**src/rtl/collision_detector_if.sv**
```systemverilog
// Collision detector bus.
// The master drives the scan request, the player position and the platform
// table entry. The slave drives the table read address, the results and the
// status.
//   scan_start           : one-cycle scan request pulse
//   player_x/player_y    : player box top-left corner
//   plat_idx             : platform table read address
//   plat_x/y/w/h         : table entry at plat_idx, valid in the same cycle
//   on_ground/support_y  : ground contact flag and support surface y
//   hit_ceiling/hit_left_wall/hit_right_wall : contact flags
//   busy/scan_done       : scan in progress / one-cycle completion pulse
interface collision_detector_if;
  logic       scan_start;
  logic [9:0] player_x;
  logic [9:0] player_y;
  logic [2:0] plat_idx;
  logic [9:0] plat_x;
  logic [9:0] plat_y;
  logic [9:0] plat_w;
  logic [9:0] plat_h;
  logic       on_ground;
  logic [9:0] support_y;
  logic       hit_ceiling;
  logic       hit_left_wall;
  logic       hit_right_wall;
  logic       busy;
  logic       scan_done;

  modport master (
    output scan_start, player_x, player_y, plat_x, plat_y, plat_w, plat_h,
    input  plat_idx, on_ground, support_y, hit_ceiling, hit_left_wall,
           hit_right_wall, busy, scan_done
  );

  modport slave (
    input  scan_start, player_x, player_y, plat_x, plat_y, plat_w, plat_h,
    output plat_idx, on_ground, support_y, hit_ceiling, hit_left_wall,
           hit_right_wall, busy, scan_done
  );
endinterface

```
**src/rtl/collision_detector.sv**
```systemverilog
// Collision detector.
// On scan_start the player position is snapshotted. The platform table is then
// walked one entry per cycle and the ground, ceiling and wall contacts are
// accumulated. The floor at GROUND_Y is merged in, and the results are
// published together with a scan_done pulse.
// Ports:
//   clk : system clock
//   rst : asynchronous active-high reset
//   bus : collision_detector_if.slave (request, table read, results, status)
module collision_detector #(
  parameter int NUM_PLAT = 8,
  parameter int PLAYER_W = 16,
  parameter int PLAYER_H = 16,
  parameter int GROUND_Y = 360,
  parameter int LAND_TOL = 12,
  parameter int EDGE_TOL = 4
) (
  input  logic                 clk,
  input  logic                 rst,
  collision_detector_if.slave  bus
);

  localparam logic [10:0] PW11   = 11'(PLAYER_W);
  localparam logic [10:0] PH11   = 11'(PLAYER_H);
  localparam logic [10:0] GY11   = 11'(GROUND_Y);
  localparam logic [10:0] LT11   = 11'(LAND_TOL);
  localparam logic [10:0] ET11   = 11'(EDGE_TOL);
  localparam logic [2:0]  LAST   = 3'(NUM_PLAT - 1);

  typedef enum logic [1:0] {IDLE, SCAN, COMMIT} state_t;

  state_t      state, state_nxt;
  logic [2:0]  idx;
  logic [9:0]  bx, by;
  logic        ground_acc, ceil_acc, left_acc, right_acc;
  logic [9:0]  support_acc;

  // State register
  always_ff @(posedge clk or posedge rst) begin
    if (rst) state <= IDLE;
    else     state <= state_nxt;
  end

  // Next-state logic
  always_comb begin
    state_nxt = state;
    unique case (state)
      IDLE:   if (bus.scan_start) state_nxt = SCAN;
      SCAN:   if (idx == LAST)    state_nxt = COMMIT;
      COMMIT: state_nxt = IDLE;
      default: state_nxt = IDLE;
    endcase
  end

  // Output decode
  always_comb begin
    bus.busy     = (state != IDLE);
    bus.plat_idx = idx;
  end

  // Geometry of the current entry against the snapshot. Everything is
  // widened to 11 bits so that x+w and y+h cannot wrap.
  logic [10:0] bx11, by11, px11, py11;
  logic [10:0] bx_rt, by_bot, px_rt, py_bot;
  logic        entry_valid, hov, vov;
  logic        ground_hit, ceil_hit, left_hit, right_hit;

  always_comb begin
    bx11   = {1'b0, bx};
    by11   = {1'b0, by};
    px11   = {1'b0, bus.plat_x};
    py11   = {1'b0, bus.plat_y};
    bx_rt  = bx11 + PW11;
    by_bot = by11 + PH11;
    px_rt  = px11 + {1'b0, bus.plat_w};
    py_bot = py11 + {1'b0, bus.plat_h};

    entry_valid = (bus.plat_w != '0);
    hov = (bx_rt > px11) && (bx11 < px_rt);
    vov = (by_bot > py11) && (by11 < py_bot);

    ground_hit = entry_valid && hov && (py11 <= by_bot) && (by_bot <= py11 + LT11);
    ceil_hit   = entry_valid && hov && (by11 <= py_bot) && (py_bot <= by11 + ET11);
    left_hit   = entry_valid && vov && (bx11 <= px_rt)  && (px_rt <= bx11 + ET11);
    right_hit  = entry_valid && vov && (px11 <= bx_rt)  && (bx_rt <= px11 + ET11);
  end

  // Floor merge at commit: the floor competes with the table candidates
  // under the same min rule.
  logic       floor_hit, commit_ground;
  logic [9:0] commit_support;

  always_comb begin
    floor_hit     = (by_bot >= GY11);
    commit_ground = ground_acc || floor_hit;
    if (floor_hit && (!ground_acc || (GY11 < {1'b0, support_acc})))
      commit_support = 10'(GROUND_Y);
    else
      commit_support = support_acc;
  end

  // Datapath: snapshot, accumulators and published results
  always_ff @(posedge clk or posedge rst) begin
    if (rst) begin
      idx                <= '0;
      bx                 <= '0;
      by                 <= '0;
      ground_acc         <= 1'b0;
      ceil_acc           <= 1'b0;
      left_acc           <= 1'b0;
      right_acc          <= 1'b0;
      support_acc        <= '1;
      bus.on_ground      <= 1'b1;
      bus.support_y      <= 10'(GROUND_Y);
      bus.hit_ceiling    <= 1'b0;
      bus.hit_left_wall  <= 1'b0;
      bus.hit_right_wall <= 1'b0;
      bus.scan_done      <= 1'b0;
    end else begin
      bus.scan_done <= 1'b0;
      unique case (state)
        IDLE: begin
          if (bus.scan_start) begin
            bx          <= bus.player_x;
            by          <= bus.player_y;
            idx         <= '0;
            ground_acc  <= 1'b0;
            ceil_acc    <= 1'b0;
            left_acc    <= 1'b0;
            right_acc   <= 1'b0;
            support_acc <= '1;
          end
        end
        SCAN: begin
          if (ground_hit) begin
            ground_acc <= 1'b1;
            if (bus.plat_y < support_acc) support_acc <= bus.plat_y;
          end
          if (ceil_hit)  ceil_acc  <= 1'b1;
          if (left_hit)  left_acc  <= 1'b1;
          if (right_hit) right_acc <= 1'b1;
          if (idx != LAST) idx <= idx + 3'd1;
        end
        COMMIT: begin
          idx                <= '0;
          bus.on_ground      <= commit_ground;
          // With no ground candidate at all, support_y keeps its last value.
          if (commit_ground) bus.support_y <= commit_support;
          bus.hit_ceiling    <= ceil_acc;
          bus.hit_left_wall  <= left_acc;
          bus.hit_right_wall <= right_acc;
          bus.scan_done      <= 1'b1;
        end
        default: ;
      endcase
    end
  end

endmodule
```
**src/flat_wrapper.sv**
```systemverilog
// flat-port wrapper written by rule: the top's interface ports become plain ports
module collision_detector_flat 
#(
  parameter int NUM_PLAT = 8,
  parameter int PLAYER_W = 16,
  parameter int PLAYER_H = 16,
  parameter int GROUND_Y = 360,
  parameter int LAND_TOL = 12,
  parameter int EDGE_TOL = 4
)
  (clk, rst, bus_scan_start, bus_player_x, bus_player_y, bus_plat_x, bus_plat_y, bus_plat_w, bus_plat_h, bus_plat_idx, bus_on_ground, bus_support_y, bus_hit_ceiling, bus_hit_left_wall, bus_hit_right_wall, bus_busy, bus_scan_done);
  collision_detector_if bus_i ();
  input  logic clk;
  input  logic rst;
  input wire logic [$bits(bus_i.scan_start)-1:0] bus_scan_start;
  input wire logic [$bits(bus_i.player_x)-1:0] bus_player_x;
  input wire logic [$bits(bus_i.player_y)-1:0] bus_player_y;
  input wire logic [$bits(bus_i.plat_x)-1:0] bus_plat_x;
  input wire logic [$bits(bus_i.plat_y)-1:0] bus_plat_y;
  input wire logic [$bits(bus_i.plat_w)-1:0] bus_plat_w;
  input wire logic [$bits(bus_i.plat_h)-1:0] bus_plat_h;
  output wire logic [$bits(bus_i.plat_idx)-1:0] bus_plat_idx;
  output wire logic [$bits(bus_i.on_ground)-1:0] bus_on_ground;
  output wire logic [$bits(bus_i.support_y)-1:0] bus_support_y;
  output wire logic [$bits(bus_i.hit_ceiling)-1:0] bus_hit_ceiling;
  output wire logic [$bits(bus_i.hit_left_wall)-1:0] bus_hit_left_wall;
  output wire logic [$bits(bus_i.hit_right_wall)-1:0] bus_hit_right_wall;
  output wire logic [$bits(bus_i.busy)-1:0] bus_busy;
  output wire logic [$bits(bus_i.scan_done)-1:0] bus_scan_done;
  assign bus_i.scan_start = bus_scan_start;
  assign bus_i.player_x = bus_player_x;
  assign bus_i.player_y = bus_player_y;
  assign bus_i.plat_x = bus_plat_x;
  assign bus_i.plat_y = bus_plat_y;
  assign bus_i.plat_w = bus_plat_w;
  assign bus_i.plat_h = bus_plat_h;
  assign bus_plat_idx = bus_i.plat_idx;
  assign bus_on_ground = bus_i.on_ground;
  assign bus_support_y = bus_i.support_y;
  assign bus_hit_ceiling = bus_i.hit_ceiling;
  assign bus_hit_left_wall = bus_i.hit_left_wall;
  assign bus_hit_right_wall = bus_i.hit_right_wall;
  assign bus_busy = bus_i.busy;
  assign bus_scan_done = bus_i.scan_done;
  collision_detector #(.NUM_PLAT(NUM_PLAT), .PLAYER_W(PLAYER_W), .PLAYER_H(PLAYER_H), .GROUND_Y(GROUND_Y), .LAND_TOL(LAND_TOL), .EDGE_TOL(EDGE_TOL)) u_core (.clk(clk), .rst(rst), .bus(bus_i));
endmodule
```
**config.mk**
```make
export PLATFORM = sky130hd
export DESIGN_NAME = collision_detector_flat
export DESIGN_NICKNAME = d
export VERILOG_FILES = /design/src/rtl/collision_detector_if.sv /design/src/rtl/collision_detector.sv /design/src/flat_wrapper.sv
export SDC_FILE = /design/constraint.sdc
export NUM_CORES = 1
export LEC_CHECK = 0
export BUFFER_PORTS_ARGS = -buffer_cell sky130_fd_sc_hd__buf_2
export CAP_MARGIN = 10
export CORE_MARGIN = 1
export CORE_UTILIZATION = 50
export DETAILED_ROUTE_END_ITERATION = 12
export PLACE_DENSITY = 0.8
export SLEW_MARGIN = 20
export SYNTH_ARGS = -nofsm -noshare
export SYNTH_HDL_FRONTEND = slang
export SYNTH_SLANG_ARGS = --single-unit
```
**constraint.sdc**
```tcl
create_clock -name clk -period 8.7 [get_ports clk]
set_input_delay 0.435 -clock clk [delete_from_list [all_inputs] [get_ports clk]]
set_output_delay 0.435 -clock clk [all_outputs]
set_load 0.1 [all_outputs]
```
==> metrics.cfg, run 1 <==
[clock_tree]
root_buffer=clkbuf_16
cts_max_level=2
clk_transition_reported_paths_ns=0.08
clockBufferDepth=2
cts_setup_buffers=0
cts_tree=done
cts.sinks=54
holdBufCountCts=0
clock_insertion_delay_worst_skew_ns=0.30
cts_resized=0
numCtsBuffers=5

[die]
io_pins=82
die_h_um=110.4
row_count=39
die_area_um2=12190
die_w_um=110.4
initial_core_util_pct=51.45
core_area_um2=11420

[yosys]
synthCells=695
ys.flop_type=dfrtp_1
synth_commonest_cells=ha_1, inv_1, nand2_1, nor2_1, o21ai_0
yosysWarnings=0
netlist_area_um2=5874
synth_largest_area_cell=ha_1
yosys-top-cells-area=ha_1, dfrtp_1, dfstp_2, inv_1, xnor2_1
async_flop_share_pct=100.0
synth_nets=879
synth_top_area_share_pct=25.35
synthDistinctLibCells=67
postSynthAreaPerCell_um2=8.452
synth_edf_count=0
synth.most_common_cell=ha_1
synth_seq_cells=54
yosysSeqAreaShare_pct=23.32

[sta]
drv_slew=0
min_period_ns=3.723
slew_headroom_pct=53.29
fmax_mhz=268.6
grt_setup_unrepaired=no
setup_tns_ns=0
hold_violations=0
worst_pin_slew_ns=0.7007
fin_crit_sh_pct=42.80
setup_viol=0
skew_ns=0.006142

[place]
place_congestion=0.8795
placed_cell_area_um2=6429
portBuffers=81
dp_hpwl_um=11200

[layout]
seq_area_um2=1370
areaGrowthSynthToFinish_pct=12.37
multi_input_area_um2=4170
final_nets=959
antenna_cells=0
fin_area_um2=6601
final.fill_count=1046
drive_above_1_share_pct=15.72

[grt]
overflow=0
grt_max_degree=55
grt_pass1_vias=5010
grt_pass1_wl_um=22440
track_usage_pct=23.70
grt_antenna_before_repair=0

[worst_hold_path]
hold_path.class=in -> reg
whs_path_depth=3

[critical_path]
critPathArrivalTime_ns=3.95
path_max_fanout=10
cp.depth=18
critical-path-top-delay-family=compound AO/OA/AOI/OAI gates
cp_slowest_cell=a2111oi_2
max_stage_delay_ns=0.42
r2r_cells=12
start_kind=primary input
worstPathCellList=buf_2 > ha_1 > inv_1 > fa_1 > nor2b_1 > o2111a_1 > a2111oi_2 > xnor2_1 > inv_1 > ha_1 > nand4_1 > a31oi_1 > nor4_1 > o21bai_1 > maj3_2 > a211oi_2 > nand2_4 > mux2i_1
critPathKind=in -> reg
rrSetupSlack_ns=5.59
end_kind=register
worstPathRequired_ns=8.93
critPathBufInv=3

[pwr]
power_mw=2.024
ir_worst_vdd_uv=256.6
p_per_area_nw_per_um2=306.6
total_leakage_power_nw=3.541

[job]
maxCapViolCount=0

[drt]
drt_pass1_iterations=5
ant_nets=0
wire_per_inst_um=15.30
drc=0
route.vias.total=5197
vias_per_cell=5.655
detail_route.iter0.violations=299
wl_um=14060

[run_status]
outcome=completed

[stage by stage]
| step | hold slack [ns] | instances | setup slack (ns) | utilization [%] |
|---|---|---|---|---|
| 3_3_place_gp | 0.4597 | 911 | 4.734 | 56.30 |
| 2_1_floorplan | 0.4429 | 695 | 5.116 | - |
| 3_5_place_dp | 0.4704 | 911 | 4.662 | 56.30 |
| 6_report | 0.3143 | 919 | 4.977 | 57.81 |
| 5_1_grt | 0.3345 | 919 | 4.712 | 57.81 |
| 4_1_cts | 0.3142 | 919 | 4.962 | 57.81 |
[where the power goes]
| part | internal [mW] | total [mW] | switching (mW) | leakage [nW] |
|---|---|---|---|---|
| logic | 0.475 | 1.28 | 0.807 | 2.80 |
| registers | 0.372 | 0.503 | 0.131 | 0.657 |
| clock network | 0.138 | 0.239 | 0.101 | 0.0844 |
[metal layers]
layer	vias up	routed length [µm]	global-route usage, %
li1	2610	-	-
met1	2427	6402	29.55
met3	29	599	2.939
met5	-	0	0
met4	0	306	7.519
met2	131	6750	42.24
[area by class of cell]
class                   count  share of cell area, %
clock buffers               5                  1.895
clock inverters             3                 0.7202
inverters                  77                  4.378
multi-input cells         554                  63.17
flip-flops and latches     54                  20.75
well taps                 143                  2.710
repair buffers             83                  6.368
[cell families after synthesis]
| kind of cell | Yosys count | share of synthesized area, % |
|---|---|---|
| AOI/OAI and AO/OA | 162 | 18.04 |
| xor gates and xnor gates | 49 | 7.306 |
| adders and majority gates | 124 | 26.56 |
| buffers and inverters | 87 | 5.687 |
| DFF | 54 | 23.32 |
| muxes | 13 | 2.279 |
| and+or+nand+nor | 206 | 16.81 |
[final timing paths]
| check | to | from |
|---|---|---|
| worst min-delay path | u_core.by[6] | bus_player_y[6] |
| worst max-delay path | u_core.support_acc[3] | bus_plat_w[0] |
| worst max register to register | u_core.support_acc[3] | u_core.by[4] |
| worst min register to register | u_core.bus.support_y[2] | u_core.bus.support_y[2] |
| min in group asynchronous | u_core.state[0] | rst |
| max in group asynchronous | u_core.by[8] | rst |
[cell usage in the layout, fill, tap and decap left out, types with 16 or more instances in the layout]
| cell | netlist | routed |
|---|---|---|
| nand2_1 | 75 | 75 |
| a21o_1 | 20 | 20 |
| xor2_1 | 16 | 16 |
| xnor2_1 | 33 | 33 |
| nor2_1 | 49 | 49 |
| inv_1 | 77 | 76 |
| nand3_1 | 17 | 17 |
| dfrtp_1 | 39 | 39 |
| buf_2 | 0 | 81 |
| ha_1 | 119 | 119 |
| o21ai_0 | 42 | 42 |
| a21oi_1 | 39 | 39 |
[worst register-to-register path, delay by kind of cell (launching register included)]
family                   cells  cell delay, ns
XOR/XNOR                     1            0.18
flip-flops                   1            0.47
AND/OR/NAND/NOR              5            1.16
adder cells (fa/ha/maj)      2            0.59
buffers and inverters        1            0.08
AO/OA/AOI/OAI                2            0.33
multiplexers                 1            0.22
[registers in the layout, summed over array words and instances (netlist names)]
name                       cells
u_core.bus.support_y          10
u_core.bx                     10
u_core.by                     10
u_core.support_acc            10
u_core.bus.plat_idx            3
u_core.state                   2
u_core.bus.hit_ceiling         1
u_core.bus.hit_left_wall       1
u_core.bus.hit_right_wall      1
u_core.bus.on_ground           1
u_core.bus.scan_done           1
u_core.ceil_acc                1
u_core.ground_acc              1
u_core.left_acc                1
u_core.right_acc               1
Power figures use the tool's default switching activity.
==> run 2, diff against run 1 <==
--- a/config.mk
+++ b/config.mk
@@ -10,7 +10,7 @@
 export CORE_MARGIN = 1
 export CORE_UTILIZATION = 50
 export DETAILED_ROUTE_END_ITERATION = 12
-export PLACE_DENSITY = 0.8
+export PLACE_DENSITY = 0.83
 export SLEW_MARGIN = 20
 export SYNTH_ARGS = -nofsm -noshare
 export SYNTH_HDL_FRONTEND = slang
==> constraint.sdc (replaced) <==
create_clock -name clk -period 3.2 [get_ports clk]
set_input_delay 0.16 -clock clk [delete_from_list [all_inputs] [get_ports clk]]
set_output_delay 0.16 -clock clk [all_outputs]
set_load 0.1 [all_outputs]
==> run 2 against run 1 <==
Critical path depth is the same. Critical endpoint is now u_core.support_acc[7]. Power rose to 2.9 times the previous value. The flow now finishes with violations (negative setup slack). Flip-flop and latch count did not move. Highest routed layer unchanged. Clock skew fell by 0.00071 ns.
==> metrics.cfg, run 2 (synthesized netlist as in run 1, its figures left out) <==
[run_status]
violations=negative setup slack
outcome=finished, violations left  ; was completed

[clock_tree]
clock_insertion_delay_worst_skew_ns=0.30  ; about the same
cts_tree=done  ; unchanged
clk_transition_reported_paths_ns=0.07  ; was 0.08 ns
numCtsBuffers=5  ; unchanged
cts.sinks=54  ; unchanged
holdBufCountCts=0  ; unchanged
root_buffer=clkbuf_16  ; unchanged
cts_max_level=2  ; unchanged
clockBufferDepth=2  ; unchanged

[critical_path]
worstPathRequired_ns=3.42  ; was 8.93 ns
path_max_fanout=5  ; was 10
critPathBufInv=3  ; unchanged
r2r_start=u_core.by[4]  ; unchanged
startpoint=bus_plat_w[0]  ; unchanged
max_stage_delay_ns=0.39  ; was 0.42 ns
worstPathCellList=buf_8 > ha_4 > inv_2 > fa_2 > nor2b_2 > o2111a_1 > a2111oi_4 > xnor2_2 > inv_2 > ha_4 > o21ai_1 > nor2_1 > nor4_2 > o21bai_1 > maj3_2 > a211oi_4 > nand2_4 > mux2i_2  ; was buf_2 > ha_1 > inv_1 > fa_1 > nor2b_1 > o2111a_1 > a2111oi_2 > xnor2_1 > inv_1 > ha_1 > nand4_1 > a31oi_1 > nor4_1 > o21bai_1 > maj3_2 > a211oi_2 > nand2_4 > mux2i_1
critPathArrivalTime_ns=3.47  ; was 3.95 ns
start_kind=primary input  ; unchanged
critPathKind=in -> reg  ; unchanged
cp_slowest_cell=a211oi_4  ; was a2111oi_2
critical-path-top-delay-family=compound AO/OA/AOI/OAI gates  ; unchanged
end_kind=register  ; unchanged

[grt]
grt_pass1_vias=5374  ; was 5010
grt_max_degree=51  ; was 55
overflow=0  ; unchanged
grt_antenna_before_repair=0  ; unchanged
track_usage_pct=25.62  ; was 23.70%
grt_pass1_wl_um=24070  ; was 22440 µm

[sta]
grt_setup_unrepaired=yes  ; was no
min_period_ns=3.242
setup_viol=5  ; was 0
fmax_mhz=308.5
fin_crit_sh_pct=101.3
hold_violations=0  ; unchanged
skew_ns=0.005437  ; was 0.006142 ns
slew_headroom_pct=39.70  ; was 53.29%
drv_slew=0  ; unchanged
worst_pin_slew_ns=0.9035  ; was 0.7007 ns
setup_tns_ns=-0.08755  ; was 0 ns
fin_ws_ns=-0.04178  ; was 4.977 ns

[pwr]
p_sw_share_pct=51.47  ; was 51.35%
intPower_mw=2.804  ; was 0.9848 mW
combPwrFrac_pct=66.2  ; was 63.4%
clock_power_share_pct=10.2  ; was 11.8%
p_seq_share_pct=23.6  ; was 24.8%
p_per_area_nw_per_um2=813.2  ; was 306.6 nW/µm²
total_leakage_power_nw=3.776  ; was 3.541 nW
ir_worst_vdd_uv=791.2  ; was 256.6 µV
switchingPower_mw=2.974  ; was 1.039 mW

[layout]
drive_above_1_share_pct=23.33  ; was 15.72%
areaGrowthSynthToFinish_pct=20.96  ; was 12.37%
multi_input_area_um2=4330  ; was 4170 µm²
seq_area_um2=1370  ; unchanged
antenna_cells=0  ; unchanged
mostFrequentLayoutCells=ha_1, buf_2, nand2_1  ; was ha_1, buf_2, inv_1
fin_area_um2=7106  ; was 6601 µm²
layout.cells.most_common=ha_1  ; unchanged
final_nets=1006  ; was 959
final.fill_count=985  ; was 1046

[die]
row_count=39  ; unchanged
die_h_um=110.4  ; unchanged
io_pins=82  ; unchanged
core_area_um2=11420  ; unchanged
die_w_um=110.4  ; unchanged
die_area_um2=12190  ; unchanged
initial_core_util_pct=51.45  ; unchanged

[drt]
drt_pass1_iterations=4  ; was 5
route.vias.total=5423  ; was 5197
wire_per_inst_um=15.80  ; was 15.30 µm
wl_um=15260  ; was 14060 µm
drc=0  ; unchanged
ant_nets=0  ; unchanged
vias_per_cell=5.614  ; was 5.655
detail_route.iter0.violations=362  ; was 299

[place]
placed_cell_area_um2=6779  ; was 6429 µm²
dp_hpwl_um=11850  ; was 11200 µm
portBuffers=81  ; unchanged
place_congestion=0.8307  ; was 0.8795

[job]
maxCapViolCount=0  ; unchanged

[worst_hold_path]
hold_path.class=in -> async  ; was in -> reg

-- run 2: changes by cell type in the layout (fill, tap and decap cells not counted), sizes merged --
| cell | change |
|---|---|
| bufinv | -1 |
| nand2 | +1 |
| clkbuf | +1 |
| buf | +46 |
-- run 2: routing by layer --
| metal | track usage, % | routed length, µm | vias to the layer above |
|---|---|---|---|
| met1 | 30.31 | 6566 | 2536 |
| met4 | 8.929 | 388 | 0 |
| met5 | 0 | 0 | - |
| li1 | - | - | 2697 |
| met2 | 47.96 | 7666 | 153 |
| met3 | 2.234 | 642 | 37 |
-- run 2: timing repair --
item	4_1_cts	5_1_grt
gates cloned	1	0
setup endpoints to repair	10	13
buffers inserted	2	0
gates resized for setup	12	20
endpoints found under the hold margin	0	0
pin swaps	2	7
-- run 2: area by class of cell --
type / count / share of cell area [%]
clock inverter: 2 / 0.2113
sequential: 54 / 19.28
clock buffer: 6 / 1.955
tap: 143 / 2.518
inverter: 77 / 4.085
timing repair buffer: 129 / 11.01
multi-input combinational: 555 / 60.94
-- run 2: final timing paths --
check | endpoint | slack (ns) | depth (start not counted)
min in group clk | u_core.by[7] | 0.04 | 3
worst min-delay path | u_core.bus.support_y[2] | 0.02 | 2
max in group asynchronous | u_core.support_acc[5] | 2.49 | 3
worst min register to register | u_core.bus.support_y[2] | 0.47 | 2
worst max register to register | u_core.support_acc[7] | 0.08 | 12
worst max-delay path | u_core.support_acc[7] | -0.04 | 18
-- run 2: worst reg2reg max path, cell delays in order, from the launching register on --
cell      delay (ns)
dfrtp_1         0.43
ha_1            0.25
and3_1          0.22
xor2_1          0.19
ha_1            0.32
nand3_1         0.10
nor2_1          0.17
or4b_1          0.48
inv_1           0.08
o22ai_1         0.09
a211oi_4        0.32
nand2_4         0.16
mux2i_2         0.23
-- run 2: through the flow --
step | total power [mW] | hold slack (ns) | setup slack [ns] | instances | utilization, %
2_1_floorplan | 4.053 | 0.2654 | 0.04126 | 695 | -
3_3_place_gp | 4.886 | 0.3596 | -0.2593 | 955 | 59.37
3_5_place_dp | 5.012 | 0.3559 | -0.4650 | 955 | 59.37
4_1_cts | 5.678 | 0.04233 | -0.04325 | 966 | 61.42
5_1_grt | 6.263 | 0.06310 | -0.1817 | 966 | 62.23
6_report | 5.778 | 0.02279 | -0.04178 | 966 | 62.23
-- run 2: power by group through the flow --
stage / combinational, mW / sequential (mW) / clock (mW)
2_1_floorplan: 2.20 / 1.85 / 0
3_3_place_gp: 3.54 / 1.34 / 0
3_5_place_dp: 3.66 / 1.35 / 0
4_1_cts: 3.74 / 1.35 / 0.597
5_1_grt: 4.24 / 1.41 / 0.614
6_report: 3.82 / 1.36 / 0.592
